`src/rtl/block_scan_ctrl.sv`:
```
// block_scan_ctrl: steps an external averager over an N_COL x N_ROW grid of pixel blocks,
// one block per frame. Optional macro BLK_SCAN_SKIP_EN ignores one frame after every block.
module block_scan_ctrl #(
    parameter int H_BLK     = 64,
    parameter int V_BLK     = 64,
    parameter int N_COL     = 8,
    parameter int N_ROW     = 2,
    parameter int AVG_SHIFT = 6
) (
    input  logic       iODCK,
    input  logic       iRST,
    input  logic       iEn,
    input  logic       iVS,
    input  logic       iDE,
    input  logic [7:0] iPixelData,
    input  logic [7:0] iBlockData,
    output logic [7:0] oPixelData,
    output logic       oH_Duty,
    output logic       oV_Duty,
    output logic       oAvgRst_n,
    output logic [3:0] oSw_0Max_1Avg,
    output logic [7:0] oBlkIdx,
    output logic       oBlkValid,
    output logic [7:0] oBlkData,
    output logic       oAbort,
    output logic [2:0] oDbgState
);

    // oBlkValid is a one-clock strobe with no ready: oBlkIdx names the block while it is
    // high, oBlkData holds its result from the next clock; the consumer must take it then.
    localparam logic [2:0] IDLE     = 3'd0;
    localparam logic [2:0] WAIT_FRM = 3'd1;
    localparam logic [2:0] ACTIVE   = 3'd2;
    localparam logic [2:0] FOLD     = 3'd3;
    localparam logic [2:0] CAPTURE  = 3'd4;
    localparam logic [2:0] CLEAR    = 3'd5;

    logic [2:0]  state;
    logic [2:0]  nextState;
    logic        vsD;
    logic        deD;
    logic        vsRise;
    logic        deFall;
    logic [11:0] hcnt;
    logic [10:0] vcnt;
    logic [7:0]  colIdx;
    logic [7:0]  rowIdx;
    logic [7:0]  blkIdx;
    logic        lastQ;
    logic        capDone;
    logic [12:0] hLo;
    logic [12:0] hHi;
    logic [11:0] vLo;
    logic [11:0] vHi;
    logic        winHit;
    logic        lastHit;
    logic        abortNow;
    logic        stayActive;
`ifdef BLK_SCAN_SKIP_EN
    logic        skipPend;
`endif

    assign vsRise = iVS & ~vsD;
    assign deFall = ~iDE & deD;

    always_comb begin
        hLo = 13'(int'(colIdx) * H_BLK);
        hHi = 13'(int'(colIdx) * H_BLK + H_BLK);
        vLo = 12'(int'(rowIdx) * V_BLK);
        vHi = 12'(int'(rowIdx) * V_BLK + V_BLK);
    end

    assign winHit  = iDE && ({1'b0, hcnt} >= hLo) && ({1'b0, hcnt} < hHi)
                         && ({1'b0, vcnt} >= vLo) && ({1'b0, vcnt} < vHi);
    assign lastHit = winHit && (({1'b0, hcnt} + 13'd1) == hHi)
                            && (({1'b0, vcnt} + 12'd1) == vHi);

    always_comb begin
        nextState = state;
        abortNow  = 1'b0;
        case (state)
            IDLE:     if (iEn) nextState = WAIT_FRM;
            WAIT_FRM: begin
                if (!iEn) begin
                    nextState = IDLE;
                end else if (vsRise) begin
`ifdef BLK_SCAN_SKIP_EN
                    if (!skipPend) nextState = ACTIVE;
`else
                    nextState = ACTIVE;
`endif
                end
            end
            ACTIVE: begin
                // A new frame before the block completed means the averager saw a partial block.
                if (vsRise) begin
                    nextState = CLEAR;
                    abortNow  = 1'b1;
                end else if (!iEn) begin
                    nextState = CLEAR;
                end else if (lastQ) begin
                    nextState = FOLD;
                end
            end
            FOLD:     nextState = CAPTURE;
            CAPTURE:  nextState = CLEAR;
            CLEAR:    nextState = iEn ? WAIT_FRM : IDLE;
            default:  nextState = IDLE;
        endcase
    end

    assign stayActive = (state == ACTIVE) && (nextState == ACTIVE);

    always_ff @(posedge iODCK or negedge iRST) begin
        if (!iRST) begin
            vsD  <= 1'b0;
            deD  <= 1'b0;
            hcnt <= 12'd0;
            vcnt <= 11'd0;
        end else begin
            vsD  <= iVS;
            deD  <= iDE;
            hcnt <= iDE ? hcnt + 12'd1 : 12'd0;
            if (vsRise) begin
                vcnt <= 11'd0;
            end else if (deFall) begin
                vcnt <= vcnt + 11'd1;
            end
        end
    end

    // Outputs are registered from nextState so each one is aligned with the state it marks.
    always_ff @(posedge iODCK or negedge iRST) begin
        if (!iRST) begin
            state      <= IDLE;
            oPixelData <= 8'd0;
            oH_Duty    <= 1'b0;
            lastQ      <= 1'b0;
            oV_Duty    <= 1'b0;
            oBlkValid  <= 1'b0;
            oAvgRst_n  <= 1'b0;
            oAbort     <= 1'b0;
        end else begin
            state      <= nextState;
            oPixelData <= iPixelData;
            oH_Duty    <= stayActive && winHit;
            lastQ      <= stayActive && lastHit;
            oV_Duty    <= (nextState == ACTIVE) || (nextState == FOLD);
            oBlkValid  <= (nextState == CAPTURE);
            oAvgRst_n  <= (nextState != CLEAR);
            oAbort     <= abortNow;
        end
    end

    // The index only moves on after a CLEAR that followed a real capture.
    always_ff @(posedge iODCK or negedge iRST) begin
        if (!iRST) begin
            oBlkData <= 8'd0;
            capDone  <= 1'b0;
            colIdx   <= 8'd0;
            rowIdx   <= 8'd0;
            blkIdx   <= 8'd0;
        end else begin
            if (state == CAPTURE) begin
                oBlkData <= iBlockData;
                capDone  <= 1'b1;
            end
            if (state == CLEAR) begin
                capDone <= 1'b0;
                if (capDone) begin
                    if (colIdx == 8'(N_COL - 1)) begin
                        colIdx <= 8'd0;
                        if (rowIdx == 8'(N_ROW - 1)) begin
                            rowIdx <= 8'd0;
                            blkIdx <= 8'd0;
                        end else begin
                            rowIdx <= rowIdx + 8'd1;
                            blkIdx <= blkIdx + 8'd1;
                        end
                    end else begin
                        colIdx <= colIdx + 8'd1;
                        blkIdx <= blkIdx + 8'd1;
                    end
                end
            end
        end
    end

`ifdef BLK_SCAN_SKIP_EN
    always_ff @(posedge iODCK or negedge iRST) begin
        if (!iRST) begin
            skipPend <= 1'b0;
        end else if (state == CLEAR) begin
            skipPend <= 1'b1;
        end else if ((state == WAIT_FRM) && vsRise) begin
            skipPend <= 1'b0;
        end
    end
`endif

    assign oBlkIdx       = blkIdx;
    assign oSw_0Max_1Avg = 4'(AVG_SHIFT);
    assign oDbgState     = state;

endmodule

```
`config.mk`:
```
export PLATFORM = sky130hd
export DESIGN_NAME = block_scan_ctrl
export DESIGN_NICKNAME = d
export VERILOG_FILES = /design/src/rtl/block_scan_ctrl.sv
export SDC_FILE = /design/constraint.sdc
export NUM_CORES = 1
export LEC_CHECK = 0
export CAP_MARGIN = 10
export CORE_ASPECT_RATIO = 1.75
export CORE_MARGIN = 5
export CORE_UTILIZATION = 55
export DETAILED_ROUTE_END_ITERATION = 10
export PLACE_DENSITY = 0.78
export RECOVER_POWER = 25
export SLEW_MARGIN = 20
export SYNTH_ARGS = -nofsm -noshare
export SYNTH_HDL_FRONTEND = slang
export SYNTH_SLANG_ARGS = --single-unit
```
`constraint.sdc`:
```
create_clock -name iODCK -period 4.3 [get_ports iODCK]
set_input_delay 0.86 -clock iODCK [delete_from_list [all_inputs] [get_ports iODCK]]
set_output_delay 0.86 -clock iODCK [all_outputs]
set_load 0.01 [all_outputs]
```
==> flow_metrics.env, run 1 <==
export IMPL_outcome="finished, violations left"
export IMPL_violations="capacitance limit, slew limit"
export IMPL_gp_congestion=0.860
export IMPL_crit_path_max_incr_delay_ns=0.56
export IMPL_cp_required_ns=4.54
export IMPL_synth_top_area_share_pct=44.1
export IMPL_stdcell_count=577
export IMPL_hold_viol=0
export IMPL_drv_slew=76
export IMPL_p_switching_uw=550
export IMPL_cp_slowest_cell="dlygate4sd3_1"
export IMPL_crit_chain="dlygate4sd3_1 > nor2b_1 > nor2_1 > nand2_1 > a2111oi_0 > and4b_1 > o2111ai_2 > nor4_2"
export IMPL_ys_flop_type="dfrtp_1"
export IMPL_root_buffer="clkbuf_16"
export IMPL_synth_edf_count=0
export IMPL_clockBufferDepth=2
export IMPL_drtIter0Drc=171
export IMPL_yosysUniqueCellTypes=52
export IMPL_ys_ff_latch=75
export IMPL_syn2layout_area_growth_pct=19.5
export IMPL_synthTopCellsByCount="dfrtp_1 (75), xnor2_1 (37), nor2_1 (35)"
export IMPL_route_vias_total=3343
export IMPL_hold_path_class="register to register"
export IMPL_max_freq_mhz=369
export IMPL_reg2reg_from="colIdx[0]"
export IMPL_postRouteAntennaNets=0
export IMPL_p_int_uw=1390
export IMPL_die_area_sq_um=9660
export IMPL_grt_pass1_vias=3343
export IMPL_cp_depth=8
export IMPL_grt_use_total_pct=19.9
export IMPL_fin_tns_setup_ns=0
export IMPL_cts_resized=0
export IMPL_tritoncts="built"
export IMPL_synth_area_leaders="dfrtp_1 (44%), ha_1 (8.5%), xnor2_1 (7.6%), xor2_1 (3.9%), nor2_1 (3.1%)"
export IMPL_final_min_clock_period_ns=2.71
export IMPL_start_util_pct=56.2
export IMPL_insertedDiodeCount=0
export IMPL_pwr_share_seq_pct=43.6
export IMPL_avgSynthCellArea_sq_um=9.76
export IMPL_swShare_pct=28.3
export IMPL_die_x_um=76.5
export IMPL_die_height_um=126
export IMPL_cts_sink_count=75
export IMPL_cap_violations=1
export IMPL_grt_max_degree=76
export IMPL_fp_coreArea_sq_um=7570
export IMPL_setup_ws_ns=1.59
export IMPL_rr_worst_depth=9
export IMPL_post_dp_hpwl_um=7130
export IMPL_postSynthCellCount=436
export IMPL_r2r_end="lastQ"
export IMPL_viasPerCell=5.79
export IMPL_end_kind="register"
export IMPL_path_clk_slew_ns=0.06
export IMPL_startpoint="iVS"
export IMPL_rows=42
export IMPL_fin_skew_ns=0.00535
export IMPL_synthMostInstantiatedCell="dfrtp_1"
export IMPL_p_comb_share_pct=20.4
export IMPL_finalSetupViolations=0
export IMPL_firstDrtPassIters=4
export IMPL_cts_hold_buf=0
export IMPL_yosys_warnings=0
export IMPL_holdWs_ns=0.488
export IMPL_path_max_fanout=12
export IMPL_grt_overflow=0
export IMPL_drcViolationCount=0
export IMPL_cts_max_level=3
export IMPL_synth_top_cell_by_area="dfrtp_1"
export IMPL_powerDensity_nw_per_um2=382
export IMPL_syn_area_sq_um=4250
export IMPL_finalNetCount=534
export IMPL_antenna_found_initial=0
export IMPL_final_layout_size_suffix_gt1_share_pct=6.95
export IMPL_io_pin_count=57
export IMPL_clk_latency_ns=0.34
export IMPL_crit_end="lastQ"
export IMPL_reg2reg_slack_ns=1.68
export IMPL_leakage_uw=0.00218
export IMPL_cp_arrival_ns=2.96
export IMPL_finalWirelength_um=9480
export IMPL_critical_path_class="input port to register"
export IMPL_grt_pass1_wl_um=15500
export IMPL_cts_setup_buffers=0
export IMPL_numCtsBuffers=9
export IMPL_crit_path_start_kind="input port"
export IMPL_crit_buf_inv=1
export IMPL_clkPwrFrac_pct=36.0
export IMPL_timing_slew_headroom_pct=-23.1
export IMPL_post_place_ws_ns=1.30
export IMPL_rsz0062_at_grt="false"
export IMPL_post_route_period_util_pct=63.1
export IMPL_worst_pin_slew_ns=1.85
export IMPL_synthArstFlopShare_pct=100
export IMPL_dp_cells=561
export IMPL_cp_top_family="simple AND/OR/NAND/NOR gates"
export IMPL_peakVddDrop_v=0.000364
export IMPL_wl_per_cell_um=16.4
export IMPL_ys_seq_area_share_pct=44.1
export IMPL_port_buffers=52
==> routing by layer <==
metal	wire length (um)	up-vias	track usage, %
met5	0	-	0
li1	-	1605	-
met3	423	34	4.33
met2	5190	99	36.9
met4	361	0	9.99
met1	3510	1605	20.6
==> worst reg2reg max path, stage by stage (launching register included) <==
cell and delay, ns:
dfrtp_1 0.44, ha_1 0.29, xnor2_1 0.30, ha_1 0.31
a21oi_1 0.14, o21ai_0 0.10, maj3_1 0.34, o2111ai_1 0.14
o2111ai_2 0.18, nor4_2 0.29
==> how the worst min path moves through the flow <==
| stage | from | end | slack (ns) | depth (start not counted) |
|---|---|---|---|---|
| 3_3_place_gp | hcnt[0] | hcnt[0] | 0.47 | 1 |
| 5_1_grt | capDone | capDone | 0.52 | 1 |
| 2_1_floorplan | rowIdx[7] | rowIdx[7] | 0.45 | 1 |
| 3_5_place_dp | rowIdx[7] | rowIdx[7] | 0.49 | 1 |
| 4_1_cts | hcnt[0] | hcnt[0] | 0.50 | 1 |
| 6_report | hcnt[0] | hcnt[0] | 0.49 | 1 |
==> per-stage QoR <==
stage	utilization [%]	cell area, sq um	total power [uW]
after floorplan	-	4260	1050
after global placement	63.5	4810	1250
after detailed placement	63.5	4810	1260
after CTS	67.2	5090	1960
after global routing	67.2	5080	2040
final	67.2	5080	1940
==> placed cells by master (no fill, tap or decap), types with 3 or more instances in the layout <==
cell type / count
and3_1: 9
nand4_1: 13
clkdlybuf4s50_1: 42
o21ai_0: 19
and2_1: 10
nor3_1: 12
nand2b_1: 5
xor2_1: 19
nand3_1: 22
mux2_2: 9
dlygate4sd3_1: 9
nor2b_1: 7
inv_1: 20
a21oi_1: 14
xnor2_1: 37
conb_1: 4
clkbuf_16: 9
or3_1: 3
dfrtp_1: 75
clkinvlp_4: 3
nor4_1: 3
ha_1: 29
nor2_1: 35
nand2_1: 33
==> registers in the layout (all words and copies together), names as in the netlist <==
register    cells
oBlkValid       1
deD             1
oBlkData        8
lastQ           1
capDone         1
oPixelData      8
oH_Duty         1
vcnt           11
oBlkIdx         8
colIdx          8
vsD             1
oAvgRst_n       1
hcnt           12
oV_Duty         1
oDbgState       3
rowIdx          8
oAbort          1
==> power groups by stage <==
stage | combinational (uW) | sequential (uW) | clock [uW]
after global routing | 435 | 862 | 745
after floorplan | 181 | 870 | 0
after detailed placement | 399 | 861 | 0
final | 397 | 849 | 699
after CTS | 402 | 849 | 710
after global placement | 391 | 855 | 0
==> layout make-up <==
cell class / instances / area, sq um
inverters: 22 / 82.6
flip-flops and latches: 75 / 1880
multi-input cells: 324 / 2220
repair buffers: 52 / 515
clock inverters: 6 / 41.3
clock buffers: 10 / 239
well taps: 88 / 110
fillers: 607 / 2480
==> cell families after synthesis <==
logic type                 share of synthesized area [%]
and+or+nand+nor                                     20.6
DFF                                                 44.1
AOI/OAI and AO/OA                                   8.56
xor gates and xnor gates                            11.5
buffers and inverters                               3.88
adders and majority gates                           8.76
muxes                                               2.38
other                                              0.177
(Power assumes the default switching activity.)
==> run 2, diff against run 1 <==
clock period = 2.6 ns   (was 4.3 ns; I/O delays follow)
==> run 2 against run 1 <==
The flow now finishes without violations. Combinational power is 74% higher. Global-route usage is 2.1 points higher. Clock skew is 0.00059 ns lower. Register-to-register slack worse by 1.5 ns. Non-clock buffer count is 11 higher. Sequential cell count stayed put.
==> flow_metrics.env, run 2 (synthesis results as in run 1) <==
export IMPL_outcome="finished clean"
export IMPL_pwr_share_seq_pct=40.9
export IMPL_post_route_period_util_pct=92.4
export IMPL_port_buffers=52
export IMPL_root_buffer="clkbuf_16"
export IMPL_tritoncts="built"
export IMPL_io_pin_count=57
export IMPL_path_max_fanout=5
export IMPL_firstDrtPassIters=6
export IMPL_cts_resized=0
export IMPL_path_clk_slew_ns=0.06
export IMPL_worst_pin_slew_ns=1.05
export IMPL_powerDensity_nw_per_um2=656
export IMPL_gp_congestion=0.921
export IMPL_utilization_pct=69.0
export IMPL_timing_slew_headroom_pct=30.0
export IMPL_crit_chain="ha_2 > xnor2_2 > ha_1 > a21oi_1 > o21ai_0 > maj3_1 > o2111ai_1 > o2111ai_2 > nor4_2"
export IMPL_critical_path_class="register to register"
export IMPL_antenna_found_initial=0
export IMPL_die_area_sq_um=9660
export IMPL_p_switching_uw=897
export IMPL_drtIter0Drc=203
export IMPL_grt_use_total_pct=22.0
export IMPL_start_util_pct=56.2
export IMPL_clkPwrFrac_pct=38.9
export IMPL_fin_tns_setup_ns=0
export IMPL_fp_coreArea_sq_um=7570
export IMPL_finalNetCount=545
export IMPL_post_place_ws_ns=0.0730
export IMPL_end_kind="register"
export IMPL_max_freq_mhz=416
export IMPL_peakVddDrop_v=0.000582
export IMPL_die_x_um=76.5
export IMPL_viasPerCell=5.81
export IMPL_grt_max_degree=45
export IMPL_cts_max_level=3
export IMPL_grt_overflow=0
export IMPL_swShare_pct=26.2
export IMPL_crit_path_start_kind="register"
export IMPL_cap_violations=0
export IMPL_cts_sink_count=75
export IMPL_post_dp_hpwl_um=7640
export IMPL_grt_pass1_vias=3651
export IMPL_top_regs="hcnt: 12 flops, vcnt: 11 flops"
export IMPL_setup_ws_ns=0.196
export IMPL_wl_per_cell_um=17.2
export IMPL_stdcell_count=588
export IMPL_finalSetupViolations=0
export IMPL_clk_latency_ns=0.33
export IMPL_final_layout_size_suffix_gt1_share_pct=9.40
export IMPL_finalWirelength_um=10100
export IMPL_leakage_uw=0.00226
export IMPL_postRouteAntennaNets=0
export IMPL_cts_setup_buffers=0
export IMPL_crit_path_max_incr_delay_ns=0.43
export IMPL_final_common_cell="dfrtp_1"
export IMPL_grt_pass1_wl_um=17000
export IMPL_drv_slew=0
export IMPL_clockBufferDepth=2
export IMPL_largest_reg_flops=12
export IMPL_cp_arrival_ns=2.65
export IMPL_cp_required_ns=2.84
export IMPL_route_vias_total=3415
export IMPL_final_min_clock_period_ns=2.40
export IMPL_cp_slowest_cell="dfrtp_1"
export IMPL_drcViolationCount=0
export IMPL_rsz0062_at_grt="false"
export IMPL_holdWs_ns=0.362
export IMPL_cts_hold_buf=0
export IMPL_p_int_uw=2530
export IMPL_fin_skew_ns=0.00475
export IMPL_hold_path_class="input port to asynchronous set/reset pin"
export IMPL_numCtsBuffers=9
export IMPL_largest_register="hcnt"
export IMPL_p_comb_share_pct=20.2
export IMPL_mostFrequentLayoutCells="dfrtp_1 (74), clkdlybuf4s50_1 (48), xnor2_1 (36)"
export IMPL_dp_cells=572
export IMPL_hold_viol=0
export IMPL_insertedDiodeCount=0
export IMPL_syn2layout_area_growth_pct=22.8
export IMPL_rows=42
export IMPL_die_height_um=126
==> run 2: layer usage <==
| metal | part of all wire [%] | track usage, % | up-vias | wire length, um |
|---|---|---|---|---|
| met5 | 0 | 0 | - | 0 |
| met1 | 37 | 22.3 | 1659 | 3720 |
| li1 | - | - | 1615 | - |
| met3 | 3.1 | 3.97 | 44 | 312 |
| met4 | 6.7 | 16.9 | 0 | 674 |
| met2 | 53 | 39.1 | 97 | 5400 |
==> run 2: worst max-delay path: cells and delay by family, from the launching register on <==
kind | cells | cell delay (ns)
adders and majority gates | 3 | 0.86
and+or+nand+nor | 1 | 0.28
AOI/OAI and AO/OA | 4 | 0.56
DFF | 1 | 0.43
xor gates and xnor gates | 1 | 0.20
==> run 2: worst paths after layout <==
kind | start | endpoint | slack (ns) | cells after the start
max in group asynchronous | iRST | oBlkIdx[1] | 1.42 | 2
worst max register to register | colIdx[0] | lastQ | 0.20 | 9
worst min-delay path | iRST | vcnt[1] | 0.36 | 1
min in group iODCK | rowIdx[7] | rowIdx[7] | 0.48 | 1
worst min register to register | rowIdx[7] | rowIdx[7] | 0.48 | 1
worst max-delay path | colIdx[0] | lastQ | 0.20 | 9
==> run 2: final cells by class <==
class	instances	area (sq um)
fillers	614	2340
clock buffers	12	246
repair buffers	63	598
inverters	22	82.6
well taps	88	110
multi-input cells	324	2240
clock inverters	4	73.8
flip-flops and latches	75	1880
==> run 2: power groups by stage <==
stage,Clock [uW],Combinational [uW],Sequential (uW)
finish,1330,691,1400
global route,1420,762,1420
CTS,1350,697,1400
detailed placement,0,688,1420
global placement,0,674,1410
floorplan,0,299,1440
==> run 2: per-stage QoR <==
stage	area (sq um)	total power, uW
floorplan	4260	1740
detailed placement	4890	2110
CTS	5210	3450
global route	5230	3600
finish	5230	3430
global placement	4890	2080
==> run 3, diff against run 2 <==
HOLD_SLACK_MARGIN = 0.08   (was unset)
==> results of run 3 <==
The final DEF is identical to that of run 2; final timing and power are the same.
